$ cat src/rtl/axi_rd_arbiter_pkg.sv
// Shared types and AXI constants for the 2:1 AXI4 read-channel arbiter.
package axi_rd_arbiter_pkg;

  typedef logic [1:0] state_t;

  localparam state_t ST_IDLE = 2'd0;
  localparam state_t ST_ADDR = 2'd1;
  localparam state_t ST_DATA = 2'd2;

  localparam logic [1:0] BURST_INCR = 2'b01;
  localparam logic [2:0] SIZE_4B    = 3'b010;

  typedef enum logic [1:0] {
    RESP_OKAY   = 2'b00,
    RESP_EXOKAY = 2'b01,
    RESP_SLVERR = 2'b10,
    RESP_DECERR = 2'b11
  } resp_t;

  // True on the handshake of the final beat of a burst.
  function automatic logic last_beat_done(input logic valid, input logic ready, input logic last);
    return valid & ready & last;
  endfunction

endpackage

$ cat src/rtl/axi_rd_arbiter_if.sv
// AXI4 read channels (AR + R); master drives AR and rready, slave drives arready and R.
interface axi_rd_if #(
  parameter int ADDR_W = 32,
  parameter int DATA_W = 32,
  parameter int ID_W   = 4
);
  logic              arvalid;
  logic              arready;
  logic [ADDR_W-1:0] araddr;
  logic [ID_W-1:0]   arid;
  logic [7:0]        arlen;
  logic [2:0]        arsize;
  logic [1:0]        arburst;
  logic              rvalid;
  logic              rready;
  logic [DATA_W-1:0] rdata;
  logic [1:0]        rresp;
  logic              rlast;
  logic [ID_W-1:0]   rid;

  modport master (
    output arvalid, araddr, arid, arlen, arsize, arburst, rready,
    input  arready, rvalid, rdata, rresp, rlast, rid
  );

  modport slave (
    input  arvalid, araddr, arid, arlen, arsize, arburst, rready,
    output arready, rvalid, rdata, rresp, rlast, rid
  );
endinterface

$ cat src/rtl/axi_rd_arbiter_rr_arb2.sv
// Two-way round-robin picker: a lone requester wins, a tie goes to the one not served last.
module rr_arb2 (
  input  logic [1:0] req,
  input  logic       last_grant,
  output logic       grant
);
  always_comb begin
    grant = last_grant;
    case (req)
      2'b01:   grant = 1'b0;
      2'b10:   grant = 1'b1;
      2'b11:   grant = ~last_grant;
      default: grant = last_grant;
    endcase
  end
endmodule

$ cat src/rtl/axi_rd_arbiter.sv
// 2:1 AXI4 read arbiter: icache (m0) and LSU (m1) share one downstream read port,
// one whole transaction at a time, with no buffering on AR or R.
module axi_rd_arbiter
  import axi_rd_arbiter_pkg::*;
(
  input  logic    clk,
  input  logic    rst,
  axi_rd_if.slave  m0,
  axi_rd_if.slave  m1,
  axi_rd_if.master s
);
  state_t state_reg, state_next;
  logic   grant_reg, grant_next;
  logic   last_grant_reg, last_grant_next;
  logic   pick;
  logic   in_addr;
  logic   in_data;
  logic [1:0] req;

  assign req = {m1.arvalid, m0.arvalid};

  rr_arb2 u_rr_arb2 (
    .req        (req),
    .last_grant (last_grant_reg),
    .grant      (pick)
  );

  // Handshake outputs are gated by rst so they drop in the reset cycle itself.
  assign in_addr = (state_reg == ST_ADDR) && !rst;
  assign in_data = (state_reg == ST_DATA) && !rst;

  assign s.arvalid = in_addr && (grant_reg ? m1.arvalid : m0.arvalid);
  assign s.araddr  = grant_reg ? m1.araddr  : m0.araddr;
  assign s.arid    = grant_reg ? m1.arid    : m0.arid;
  assign s.arlen   = grant_reg ? m1.arlen   : m0.arlen;
  assign s.arsize  = grant_reg ? m1.arsize  : m0.arsize;
  assign s.arburst = grant_reg ? m1.arburst : m0.arburst;
  assign s.rready  = in_data && (grant_reg ? m1.rready : m0.rready);

  assign m0.arready = in_addr && !grant_reg && s.arready;
  assign m1.arready = in_addr &&  grant_reg && s.arready;

  // R payload fans out to both masters; only rvalid is steered by the grant.
  assign m0.rvalid = in_data && !grant_reg && s.rvalid;
  assign m0.rdata  = s.rdata;
  assign m0.rresp  = s.rresp;
  assign m0.rlast  = s.rlast;
  assign m0.rid    = s.rid;

  assign m1.rvalid = in_data && grant_reg && s.rvalid;
  assign m1.rdata  = s.rdata;
  assign m1.rresp  = s.rresp;
  assign m1.rlast  = s.rlast;
  assign m1.rid    = s.rid;

  always_comb begin
    state_next      = state_reg;
    grant_next      = grant_reg;
    last_grant_next = last_grant_reg;
    case (state_reg)
      ST_IDLE: begin
        if (|req) begin
          grant_next = pick;
          state_next = ST_ADDR;
        end
      end
      ST_ADDR: begin
        if (s.arvalid && s.arready) state_next = ST_DATA;
      end
      ST_DATA: begin
        if (last_beat_done(s.rvalid, s.rready, s.rlast)) begin
          state_next      = ST_IDLE;
          last_grant_next = grant_reg;
        end
      end
      default: state_next = ST_IDLE;
    endcase
  end

  always_ff @(posedge clk) begin
    if (rst) begin
      state_reg      <= ST_IDLE;
      grant_reg      <= 1'b0;
      last_grant_reg <= 1'b1;
    end else begin
      state_reg      <= state_next;
      grant_reg      <= grant_next;
      last_grant_reg <= last_grant_next;
    end
  end
endmodule

$ cat src/flat_wrapper.sv
// flat-port wrapper written by rule: the top's interface ports become plain ports
module axi_rd_arbiter_flat import axi_rd_arbiter_pkg::*;
  (clk, rst, m0_arvalid, m0_araddr, m0_arid, m0_arlen, m0_arsize, m0_arburst, m0_rready, m0_arready, m0_rvalid, m0_rdata, m0_rresp, m0_rlast, m0_rid, m1_arvalid, m1_araddr, m1_arid, m1_arlen, m1_arsize, m1_arburst, m1_rready, m1_arready, m1_rvalid, m1_rdata, m1_rresp, m1_rlast, m1_rid, s_arvalid, s_araddr, s_arid, s_arlen, s_arsize, s_arburst, s_rready, s_arready, s_rvalid, s_rdata, s_rresp, s_rlast, s_rid);
  axi_rd_if #(.ADDR_W(32), .DATA_W(32), .ID_W(4)) m0_i ();
  axi_rd_if #(.ADDR_W(32), .DATA_W(32), .ID_W(4)) m1_i ();
  axi_rd_if #(.ADDR_W(32), .DATA_W(32), .ID_W(4)) s_i ();
  input  logic clk;
  input  logic rst;
  input wire logic [$bits(m0_i.arvalid)-1:0] m0_arvalid;
  input wire logic [$bits(m0_i.araddr)-1:0] m0_araddr;
  input wire logic [$bits(m0_i.arid)-1:0] m0_arid;
  input wire logic [$bits(m0_i.arlen)-1:0] m0_arlen;
  input wire logic [$bits(m0_i.arsize)-1:0] m0_arsize;
  input wire logic [$bits(m0_i.arburst)-1:0] m0_arburst;
  input wire logic [$bits(m0_i.rready)-1:0] m0_rready;
  output wire logic [$bits(m0_i.arready)-1:0] m0_arready;
  output wire logic [$bits(m0_i.rvalid)-1:0] m0_rvalid;
  output wire logic [$bits(m0_i.rdata)-1:0] m0_rdata;
  output wire logic [$bits(m0_i.rresp)-1:0] m0_rresp;
  output wire logic [$bits(m0_i.rlast)-1:0] m0_rlast;
  output wire logic [$bits(m0_i.rid)-1:0] m0_rid;
  input wire logic [$bits(m1_i.arvalid)-1:0] m1_arvalid;
  input wire logic [$bits(m1_i.araddr)-1:0] m1_araddr;
  input wire logic [$bits(m1_i.arid)-1:0] m1_arid;
  input wire logic [$bits(m1_i.arlen)-1:0] m1_arlen;
  input wire logic [$bits(m1_i.arsize)-1:0] m1_arsize;
  input wire logic [$bits(m1_i.arburst)-1:0] m1_arburst;
  input wire logic [$bits(m1_i.rready)-1:0] m1_rready;
  output wire logic [$bits(m1_i.arready)-1:0] m1_arready;
  output wire logic [$bits(m1_i.rvalid)-1:0] m1_rvalid;
  output wire logic [$bits(m1_i.rdata)-1:0] m1_rdata;
  output wire logic [$bits(m1_i.rresp)-1:0] m1_rresp;
  output wire logic [$bits(m1_i.rlast)-1:0] m1_rlast;
  output wire logic [$bits(m1_i.rid)-1:0] m1_rid;
  output wire logic [$bits(s_i.arvalid)-1:0] s_arvalid;
  output wire logic [$bits(s_i.araddr)-1:0] s_araddr;
  output wire logic [$bits(s_i.arid)-1:0] s_arid;
  output wire logic [$bits(s_i.arlen)-1:0] s_arlen;
  output wire logic [$bits(s_i.arsize)-1:0] s_arsize;
  output wire logic [$bits(s_i.arburst)-1:0] s_arburst;
  output wire logic [$bits(s_i.rready)-1:0] s_rready;
  input wire logic [$bits(s_i.arready)-1:0] s_arready;
  input wire logic [$bits(s_i.rvalid)-1:0] s_rvalid;
  input wire logic [$bits(s_i.rdata)-1:0] s_rdata;
  input wire logic [$bits(s_i.rresp)-1:0] s_rresp;
  input wire logic [$bits(s_i.rlast)-1:0] s_rlast;
  input wire logic [$bits(s_i.rid)-1:0] s_rid;
  assign m0_i.arvalid = m0_arvalid;
  assign m0_i.araddr = m0_araddr;
  assign m0_i.arid = m0_arid;
  assign m0_i.arlen = m0_arlen;
  assign m0_i.arsize = m0_arsize;
  assign m0_i.arburst = m0_arburst;
  assign m0_i.rready = m0_rready;
  assign m0_arready = m0_i.arready;
  assign m0_rvalid = m0_i.rvalid;
  assign m0_rdata = m0_i.rdata;
  assign m0_rresp = m0_i.rresp;
  assign m0_rlast = m0_i.rlast;
  assign m0_rid = m0_i.rid;
  assign m1_i.arvalid = m1_arvalid;
  assign m1_i.araddr = m1_araddr;
  assign m1_i.arid = m1_arid;
  assign m1_i.arlen = m1_arlen;
  assign m1_i.arsize = m1_arsize;
  assign m1_i.arburst = m1_arburst;
  assign m1_i.rready = m1_rready;
  assign m1_arready = m1_i.arready;
  assign m1_rvalid = m1_i.rvalid;
  assign m1_rdata = m1_i.rdata;
  assign m1_rresp = m1_i.rresp;
  assign m1_rlast = m1_i.rlast;
  assign m1_rid = m1_i.rid;
  assign s_arvalid = s_i.arvalid;
  assign s_araddr = s_i.araddr;
  assign s_arid = s_i.arid;
  assign s_arlen = s_i.arlen;
  assign s_arsize = s_i.arsize;
  assign s_arburst = s_i.arburst;
  assign s_rready = s_i.rready;
  assign s_i.arready = s_arready;
  assign s_i.rvalid = s_rvalid;
  assign s_i.rdata = s_rdata;
  assign s_i.rresp = s_rresp;
  assign s_i.rlast = s_rlast;
  assign s_i.rid = s_rid;
  axi_rd_arbiter u_core (.clk(clk), .rst(rst), .m0(m0_i), .m1(m1_i), .s(s_i));
endmodule
$ cat config.mk
export PLATFORM = sky130hd
export DESIGN_NAME = axi_rd_arbiter_flat
export DESIGN_NICKNAME = d
export VERILOG_FILES = /design/src/rtl/axi_rd_arbiter_pkg.sv /design/src/rtl/axi_rd_arbiter_if.sv /design/src/rtl/axi_rd_arbiter_rr_arb2.sv /design/src/rtl/axi_rd_arbiter.sv /design/src/flat_wrapper.sv
export SDC_FILE = /design/constraint.sdc
export NUM_CORES = 1
export LEC_CHECK = 0
export ABC_AREA = 1
export BUFFER_PORTS_ARGS = -buffer_cell sky130_fd_sc_hd__buf_2
export CAP_MARGIN = 20
export CORE_AREA = 2 2 106 108
export DETAILED_ROUTE_END_ITERATION = 12
export DIE_AREA = 0 0 108 110
export GPL_ROUTABILITY_DRIVEN = 0
export PLACE_DENSITY = 0.54
export SETUP_SLACK_MARGIN = 0.4
export SYNTH_ARGS = -nofsm -noshare
export SYNTH_HDL_FRONTEND = slang
export SYNTH_SLANG_ARGS = --single-unit
export TNS_END_PERCENT = 5
$ cat constraint.sdc
create_clock -name clk -period 2.1 [get_ports clk]
set_input_delay 0.42 -clock clk [delete_from_list [all_inputs] [get_ports clk]]
set_output_delay 0.42 -clock clk [all_outputs]
set_load 0.01 [all_outputs]
# After elaboration in Yosys (flattened, before gate mapping)
# Cells that the tools add are included.
classes:
  eq_ne: 8
  muxes: 12
  bitwise: 3
  n_reduce_logical: 20
op_table:
  columns: ["op", "count"]
  rows:
  - ["$mux 32", 1]
  - ["$logic_and 1x1->1", 13]
  - ["$mux 2", 4]
  - ["$mux 8", 1]
  - ["$eq 2x2->1 const B", 3]
  - ["$pmux 2 s3", 1]
  - ["$eq 2x1->1 const B", 2]
  - ["$mux 4", 1]
  - ["$ne 2x2->1 const B", 2]
  - ["$reduce_and 2->1", 2]
  - ["$mux 3", 1]
  - ["$pmux 1 s3", 1]
  - ["$reduce_and 3->1", 1]
  - ["$and 1x1->1", 2]
  - ["$logic_not 1->1", 2]
  - ["$logic_not 2->1", 1]
  - ["$mux 1", 2]
  - ["$ne 2x1->1 const B", 1]
  - ["$reduce_or 2->1", 1]
  - ["$not 1->1", 1]
totals:
  register_bits: 4
  input_bits: 145
  output_inout_bits: 133
  wordCells: 46

# Depth between registers and ports, before layout
# Gate-level depths: netlist (run 1).
logic_depth:
  word_depth: 7
  mapped_depth: 6
  mapped_depth_nobuf: 6

# Cells and area by module
# Synthesis (run 1) repeated with hierarchy kept, for this count alone.
hier_totals:
  hier_cells: 287
  area_unflattened_um2: 1501.4
modules_own_cells:
  columns: ["module", "n_inst", "cells_per_inst", "area_each_um2", "seq_area_each_um2"]
  rows:
  - ["axi_rd_arbiter", 1, 282, 1482.7, 80.1]
  - ["rr_arb2", 1, 5, 18.8, 0.0]

# Worst setup path before layout (run 1)
# OpenSTA, ideal clock, no wires.
synth_path:
  kind: "input to output"
  startpoint: "in rst"
  endpoint: "out m0_rvalid"
  t_arrival_ns: 0.833
  required_ns: 1.680
  slack_ns: 0.847
  path_stages: 3
  n_path_buf: 0
  path_cell_list: "nor2_1 nand2_1 nor2_1"
synth_via:
  elab_chain_cells: 4
synth_rtl:
  columns: ["item", "line", "text"]
  rows:
  - ["start: declaration", "flat_wrapper.sv:8", "input logic rst;"]
  - ["$logic_not 1->1", "axi_rd_arbiter.sv:30", "assign in_data = (state_reg == ST_DATA) && !rst;"]
  - ["$logic_and 1x1->1", "axi_rd_arbiter.sv:30", null]
  - ["$logic_and 1x1->1 (2 in series)", "axi_rd_arbiter.sv:44", "assign m0.rvalid = in_data && !grant_reg && s.rvalid;"]
  - ["end: declaration", "flat_wrapper.sv:17", "output wire logic [$bits(m0_i.rvalid)-1:0] m0_rvalid;"]
# No other way between the ends.

# Worst setup path in the final report (run 1)
layout_path:
  startpoint: "reg u_core.grant_reg"
  endpoint: "out s_rready"
layout_via:
  elab_chain_cells: 2
layout_rtl:
  columns: ["item", "line", "text"]
  rows:
  - ["start: declaration", "axi_rd_arbiter.sv:13", "logic grant_reg, grant_next;"]
  - ["start signal: assignment", "axi_rd_arbiter.sv:87", "grant_reg <= grant_next;"]
  - ["$mux 1", "axi_rd_arbiter.sv:38", "assign s.rready = in_data && (grant_reg ? m1.rready : m0.rready);"]
  - ["$logic_and 1x1->1", "axi_rd_arbiter.sv:38", null]
  - ["end: declaration", "flat_wrapper.sv:41", "output wire logic [$bits(s_i.rready)-1:0] s_rready;"]
# No other way between the ends.

==> metrics.csv, run 1 <==
stage;metric;value;unit
synthesis;yosysWarnings;0;
sta;slew_headroom;82.7;%
clock_tree;cts_root_buf;clkbuf_8;
place;hpwl;4.00;mm
sta;rsz0062_at_grt;yes;
critical_path;path_depth;5;
grt;use_met1;8.00;%
drt;viasPerCell;3.54;
clock_tree;cts_tree;yes;
clock_tree;clock_sinks;4;
cells_and_area;seqCellArea;81.3;sq um
grt;grt_most_used_layer;met2;
grt;grt_pass1_vias;1389;
clock_tree;cts_buffers;3;
power_and_ir_drop;vdd_drop_max;413;uV
synthesis;mappedNetlistArea;0.00146;sq mm
synthesis;syn_avg_cell_area;5.20;sq um
cells_and_area;area_growth;31.7;%
synthesis;yosysSeqAreaShare;5.50;%
drt;via_count;1774;
critical_path;crit_type;flop to primary output;
grt;overflow;0;
cells_and_area;layout_common_cells;buf_2 (163), nand2_1 (160), nor2_1 (7);
power_and_ir_drop;p_comb_share;61.8;%
hold_path;hold_path_end;u_core.state_reg[1];
cells_and_area;diodes;0;
critical_path;crit_buf_inv;2;
drt;first_pass_iters;4;
clock_tree;worst_skew_pair.late_latency;0.21;ns
clock_tree;cts.reportedPaths.clkPinSlew;0.03;ns
cells_and_area;multi_input_area;716;sq um
cells_and_area;n_fill_cell;1273;
critical_path;cpMostUsedCell;nand2_2;
drt;drcViolationCount;0;
floorplan;die_h;110;um
power_and_ir_drop;power_frac_clock;25.0;%
critical_path;critPathArrivalTime;1.23;ns
clock_tree;cts_max_path_buffers;2;
sta;period_share;78.8;%
power_and_ir_drop;power_leakage;1.26;nW
cells_and_area;largest_reg_flops;2;
floorplan;core;0.0107;sq mm
floorplan;num_io_pins;278;
critical_path;reg2reg_slack;0.96;ns
flow_run;max_cap_violations;0;
run_status;run_status;finished clean;
clock_tree;htree_levels;1;
drt;ant_nets;0;
drt;drt_wl_total;5.17;mm
synthesis;synth.distinct_cells;17;
sta;max_freq;604;MHz
critical_path;worst_path_max_delay_cell;dfxtp_2;
sta;fin_skew;0.000823;ns
critical_path;r2r_end;u_core.last_grant_reg;
critical_path;start_kind;flop;
place;portBuffers;163;
hold_path;hold_start;rst;
cells_and_area;final_cells;501;
hold_path;hp-class;primary input to flop;
cells_and_area;fin_nets;508;
critical_path;path_cells;buf_6 > nand2_2 > nand2_2 > and2_1 > buf_2;
critical_path;cp-end-kind;primary output;
power_and_ir_drop;swShare;39.4;%
grt;met2_usage;11.2;%
floorplan;start_util;13.6;%
drt;routedWlPerCell;10.3;um
power_and_ir_drop;pwr-share-seq;13.2;%
sta;setup_viol;0;
power_and_ir_drop;power_switching;0.000253;W
place;numPlacedInstances;497;
synthesis;synth_cells;280;
clock_tree;post-cts-setup-buffers;0;
critical_path;r2r_start;u_core.grant_reg;
grt;antenna_found_initial;0;
synthesis;synth_seq_cells;4;
critical_path;crit_fanout;31;
sta;worst_slew_pin_slew;0.260;ns
drt;drt-initial-drc-count;48;
synthesis;synth.net_count;425;
power_and_ir_drop;internal_power;0.000388;W
grt;grt_start_max_net_pins;44;
critical_path;cp_slowest_stage_delay;0.36;ns
sta;setup_tns;0;ns
grt;grt_pass1_wl;6.50;mm
power_and_ir_drop;powerDensity;334;mW/mm^2
sta;hold_viol_final;0;
cells_and_area;final_common_cell;buf_2;
floorplan;die_w;108;um
critical_path;reg2regPathDepth;6;
grt;met3_usage;1.76;%
grt;grt_usage;6.78;%
cells_and_area;drive_gt1_share;49.0;%
hold_path;holdPathStages;2;
critical_path;worstPathRequired;1.68;ns
floorplan;rows;38;
critical_path;crit_family;buffers and inverters;
sta;slew_violations;0;
floorplan;dieArea;0.0119;sq mm
sta;period_minus_slack;1.65;ns
-- cells in the mapped netlist --
library cell | n | area (sq um)
nor2_1 | 7 | 26.3
inv_2 | 1 | 3.75
nand3b_1 | 1 | 7.51
nand2_1 | 160 | 601
a21oi_2 | 1 | 8.76
clkbuf_1 | 4 | 15.0
o21ai_0 | 1 | 5.00
buf_2 | 6 | 30.0
nand3_1 | 2 | 10.0
buf_4 | 79 | 593
nand4_1 | 1 | 6.26
a21oi_1 | 2 | 10.0
nand3_2 | 1 | 10.0
dfxtp_1 | 4 | 80.1
inv_1 | 5 | 18.8
nand2_2 | 3 | 18.8
and2_1 | 2 | 12.5
-- metal layers --
metal  wire length, um  share of wire (%)
met1              2080                 40
met2              2280                 44
met3               592                 11
met4               214                4.1
met5                 0                  0
-- repair_timing --
item,CTS,global route
gates cloned,0,1
resized for setup,1,2
hold buffers,0,0
pin swaps,0,0
endpoints found under the hold margin,0,0
setup endpoints to repair,2,44
-- cell type report --
class,instances,share of cell area [%]
multi-input cells,181,37.3
inverters,6,1.30
clock buffers,3,2.15
flip-flops and latches,4,4.24
repair buffers,167,45.9
well taps,140,9.13
-- through the flow --
| stage | cell area [sq um] | hold slack [ns] | setup WS [ns] | util, % | power [W] |
|---|---|---|---|---|---|
| CTS | 1890 | 0.434 | 0.401 | 17.7 | 0.000638 |
| global route | 1920 | 0.446 | 0.373 | 17.9 | 0.000698 |
| detailed placement | 1850 | 0.471 | 0.618 | 17.3 | 0.000472 |
| floorplan | 1460 | 0.440 | 0.847 | - | 0.000414 |
| finish | 1920 | 0.437 | 0.445 | 17.9 | 0.000640 |
| global placement | 1850 | 0.486 | 0.610 | 17.3 | 0.000473 |
-- cell families (layout without fill, tap and decap cells) --
logic type	count (synthesis)	count (layout)	synth area share, %
DFF	4	4	5.50
and+or+nand+nor	177	177	47.5
buffers and inverters	95	176	45.4
AOI/OAI and AO/OA	4	4	1.63
-- worst register-to-register path: cells and delay by family, from the launching register on --
family | cells | cell delay (ns)
buf+inv | 1 | 0.26
simple gates | 5 | 0.41
flops | 1 | 0.36
-- power groups by stage --
stage / registers [W] / logic [W] / clock network [W]
floorplan: 0.0000836 / 0.000330 / 0
global placement: 0.0000845 / 0.000388 / 0
detailed placement: 0.0000848 / 0.000387 / 0
CTS: 0.0000840 / 0.000390 / 0.000164
global route: 0.0000852 / 0.000442 / 0.000170
finish: 0.0000844 / 0.000395 / 0.000160
-- worst max path at each step --
| stage | start | slack [ns] | endpoint |
|---|---|---|---|
| 4_1_cts | u_core.grant_reg | 0.40 | s_arlen[2] |
| 3_5_place_dp | rst | 0.62 | m0_arready |
| 3_3_place_gp | rst | 0.61 | m1_rvalid |
| 6_report | u_core.grant_reg | 0.45 | s_rready |
| 2_1_floorplan | rst | 0.85 | m0_rvalid |
| 5_1_grt | u_core.grant_reg | 0.37 | s_arvalid |
Note: power is estimated with default switching activity, not from simulation.
==> run 2, diff against run 1 <==
Settings changed: CORE_AREA 2 2 106 108 to 2 2 107 109, DIE_AREA 0 0 108 110 to 0 0 109 111.
Clock period 2.1 ns to 1.7 ns, I/O delays scaled along.
==> metrics.csv, run 2 (synthesis gave the netlist of run 1 again) <==
stage;metric;value;unit;change
cells_and_area;layout_common_cells;buf_2 (161), nand2_1 (157), nand2_2 (6);;
clock_tree;cts_buffers;3;;unchanged
floorplan;die_w;109;um;+0.93%
drt;drt_wl_total;5.57;mm;+7.7%
drt;first_pass_iters;4;;unchanged
clock_tree;cts.reportedPaths.clkPinSlew;0.03;ns;about the same
grt;grt_usage;8.13;%;+1.3 points
critical_path;cp_slowest_stage_delay;0.41;ns;+0.05 ns
critical_path;critPathArrivalTime;1.16;ns;-0.07 ns
critical_path;crit_family;flip-flops;;
sta;rsz0062_at_grt;yes;;
place;portBuffers;163;;unchanged
run_status;run_status;finished clean;;
cells_and_area;area_growth;52.0;%;
cells_and_area;largest_reg_flops;2;;unchanged
floorplan;dieArea;0.0121;sq mm;+1.8%
sta;fin_skew;0.00180;ns;+0.000980 ns
sta;setup_viol;0;;unchanged
grt;overflow;0;;unchanged
clock_tree;clock_sinks;4;;unchanged
power_and_ir_drop;power_leakage;1.38;nW;+9.5%
cells_and_area;diodes;0;;unchanged
sta;slew_violations;0;;unchanged
cells_and_area;fin_util;20.0;%;+2.1 points
drt;routedWlPerCell;10.8;um;+4.8%
sta;worst_slew_pin_slew;0.214;ns;-0.0458 ns
clock_tree;cts_root_buf;clkbuf_16;;
power_and_ir_drop;powerDensity;474;mW/mm^2;+42%
critical_path;cp-end-kind;primary output;;
floorplan;rows;39;;+2.6%
clock_tree;worst_skew_pair.late_latency;0.23;ns;+0.02 ns
power_and_ir_drop;vdd_drop_max;412;uV;-0.15%
grt;grt_pass1_wl;7.66;mm;+18%
sta;slew_headroom;85.6;%;+2.9 points
floorplan;start_util;13.1;%;-0.47 points
grt;grt_pass1_vias;1547;;+11%
drt;drcViolationCount;0;;unchanged
cells_and_area;seqCellArea;85.1;sq um;+4.6%
critical_path;worstPathRequired;1.36;ns;-0.32 ns
cells_and_area;fin_nets;519;;+2.2%
flow_run;max_cap_violations;0;;unchanged
critical_path;start_kind;flop;;
grt;antenna_found_initial;0;;unchanged
sta;max_freq;668;MHz;
sta;hold_viol_final;0;;unchanged
drt;via_count;1785;;+0.62%
floorplan;num_io_pins;278;;unchanged
critical_path;crit_buf_inv;2;;unchanged
clock_tree;cts-hold-fix-buffers;0;;unchanged
cells_and_area;n_fill_cell;1290;;+1.3%
critical_path;crit_type;flop to primary output;;
drt;viasPerCell;3.47;;-2.1%
floorplan;die_h;111;um;+0.91%
hold_path;hp-class;primary input to flop;;
drt;ant_nets;0;;unchanged
clock_tree;cts_max_path_buffers;2;;unchanged
clock_tree;htree_levels;1;;unchanged
critical_path;path_cells;buf_12 > nand2_2 > nand2_2 > and2_1 > buf_2;;
clock_tree;cts_tree;yes;;
sta;setup_tns;0;ns;unchanged
cells_and_area;drive_gt1_share;52.7;%;+3.7 points
critical_path;crit_fanout;9;;-71%
critical_path;worst_path_max_delay_cell;dfxtp_4;;
place;hpwl;3.90;mm;-2.4%
critical_path;cpMostUsedCell;nand2_2;;
sta;period_minus_slack;1.50;ns;
grt;grt_start_max_net_pins;20;;-55%
cells_and_area;multi_input_area;738;sq um;+3.1%
cells_and_area;final_common_cell;buf_2;;
sta;period_share;88.1;%;
floorplan;core;0.0111;sq mm;+3.5%
drt;drt-initial-drc-count;38;;-21%
## run 2: where the power goes
group | total, W | switching (W) | internal, W
sequential | 0.000106 | 0.00000727 | 0.0000992
clock | 0.000376 | 0.0000751 | 0.000301
combinational | 0.000566 | 0.000275 | 0.000290
## run 2: layer usage
layer | wire, um | vias up | GRT usage (%) | part of all wire [%]
met5 | 0 | - | 0 | 0
met4 | 202 | 0 | 4.02 | 3.6
met3 | 484 | 33 | 1.59 | 8.7
met2 | 2630 | 92 | 13.8 | 47
met1 | 2250 | 717 | 9.58 | 40
li1 | - | 943 | - | -
## run 2: layout make-up
| cell class | instances | area share (%) |
|---|---|---|
| clock buffer | 3 | 3.39 |
| inverter | 6 | 1.36 |
| multi-input combinational | 181 | 33.4 |
| sequential | 4 | 3.84 |
| tap | 143 | 8.08 |
| timing repair buffer | 178 | 50.0 |
## run 2: metrics by stage
step	setup WS [ns]	total power [W]	cell area, sq um	cells	hold slack (ns)
global route	0.137	0.00113	2210	515	0.385
CTS	0.190	0.00104	2140	513	0.348
global placement	0.298	0.000587	1870	501	0.499
finish	0.203	0.00105	2210	515	0.369
detailed placement	0.300	0.000585	1870	501	0.501
floorplan	0.536	0.000511	1460	280	0.402
## run 2: repair_timing
| item | 4_1_cts | 5_1_grt |
|---|---|---|
| gates cloned | 3 | 2 |
| setup buffers | 6 | 0 |
| endpoints found under the setup margin | 55 | 55 |
| resized for setup | 14 | 7 |
| pin swaps | 1 | 1 |
## run 2: final timing paths
kind	from	end	slack, ns	depth (start not counted)
worst min-delay path	rst	u_core.state_reg[1]	0.37	2
worst max-delay path	u_core.grant_reg	s_arvalid	0.20	5
worst max register to register	u_core.grant_reg	u_core.last_grant_reg	0.58	7
worst min register to register	u_core.last_grant_reg	u_core.last_grant_reg	0.50	2
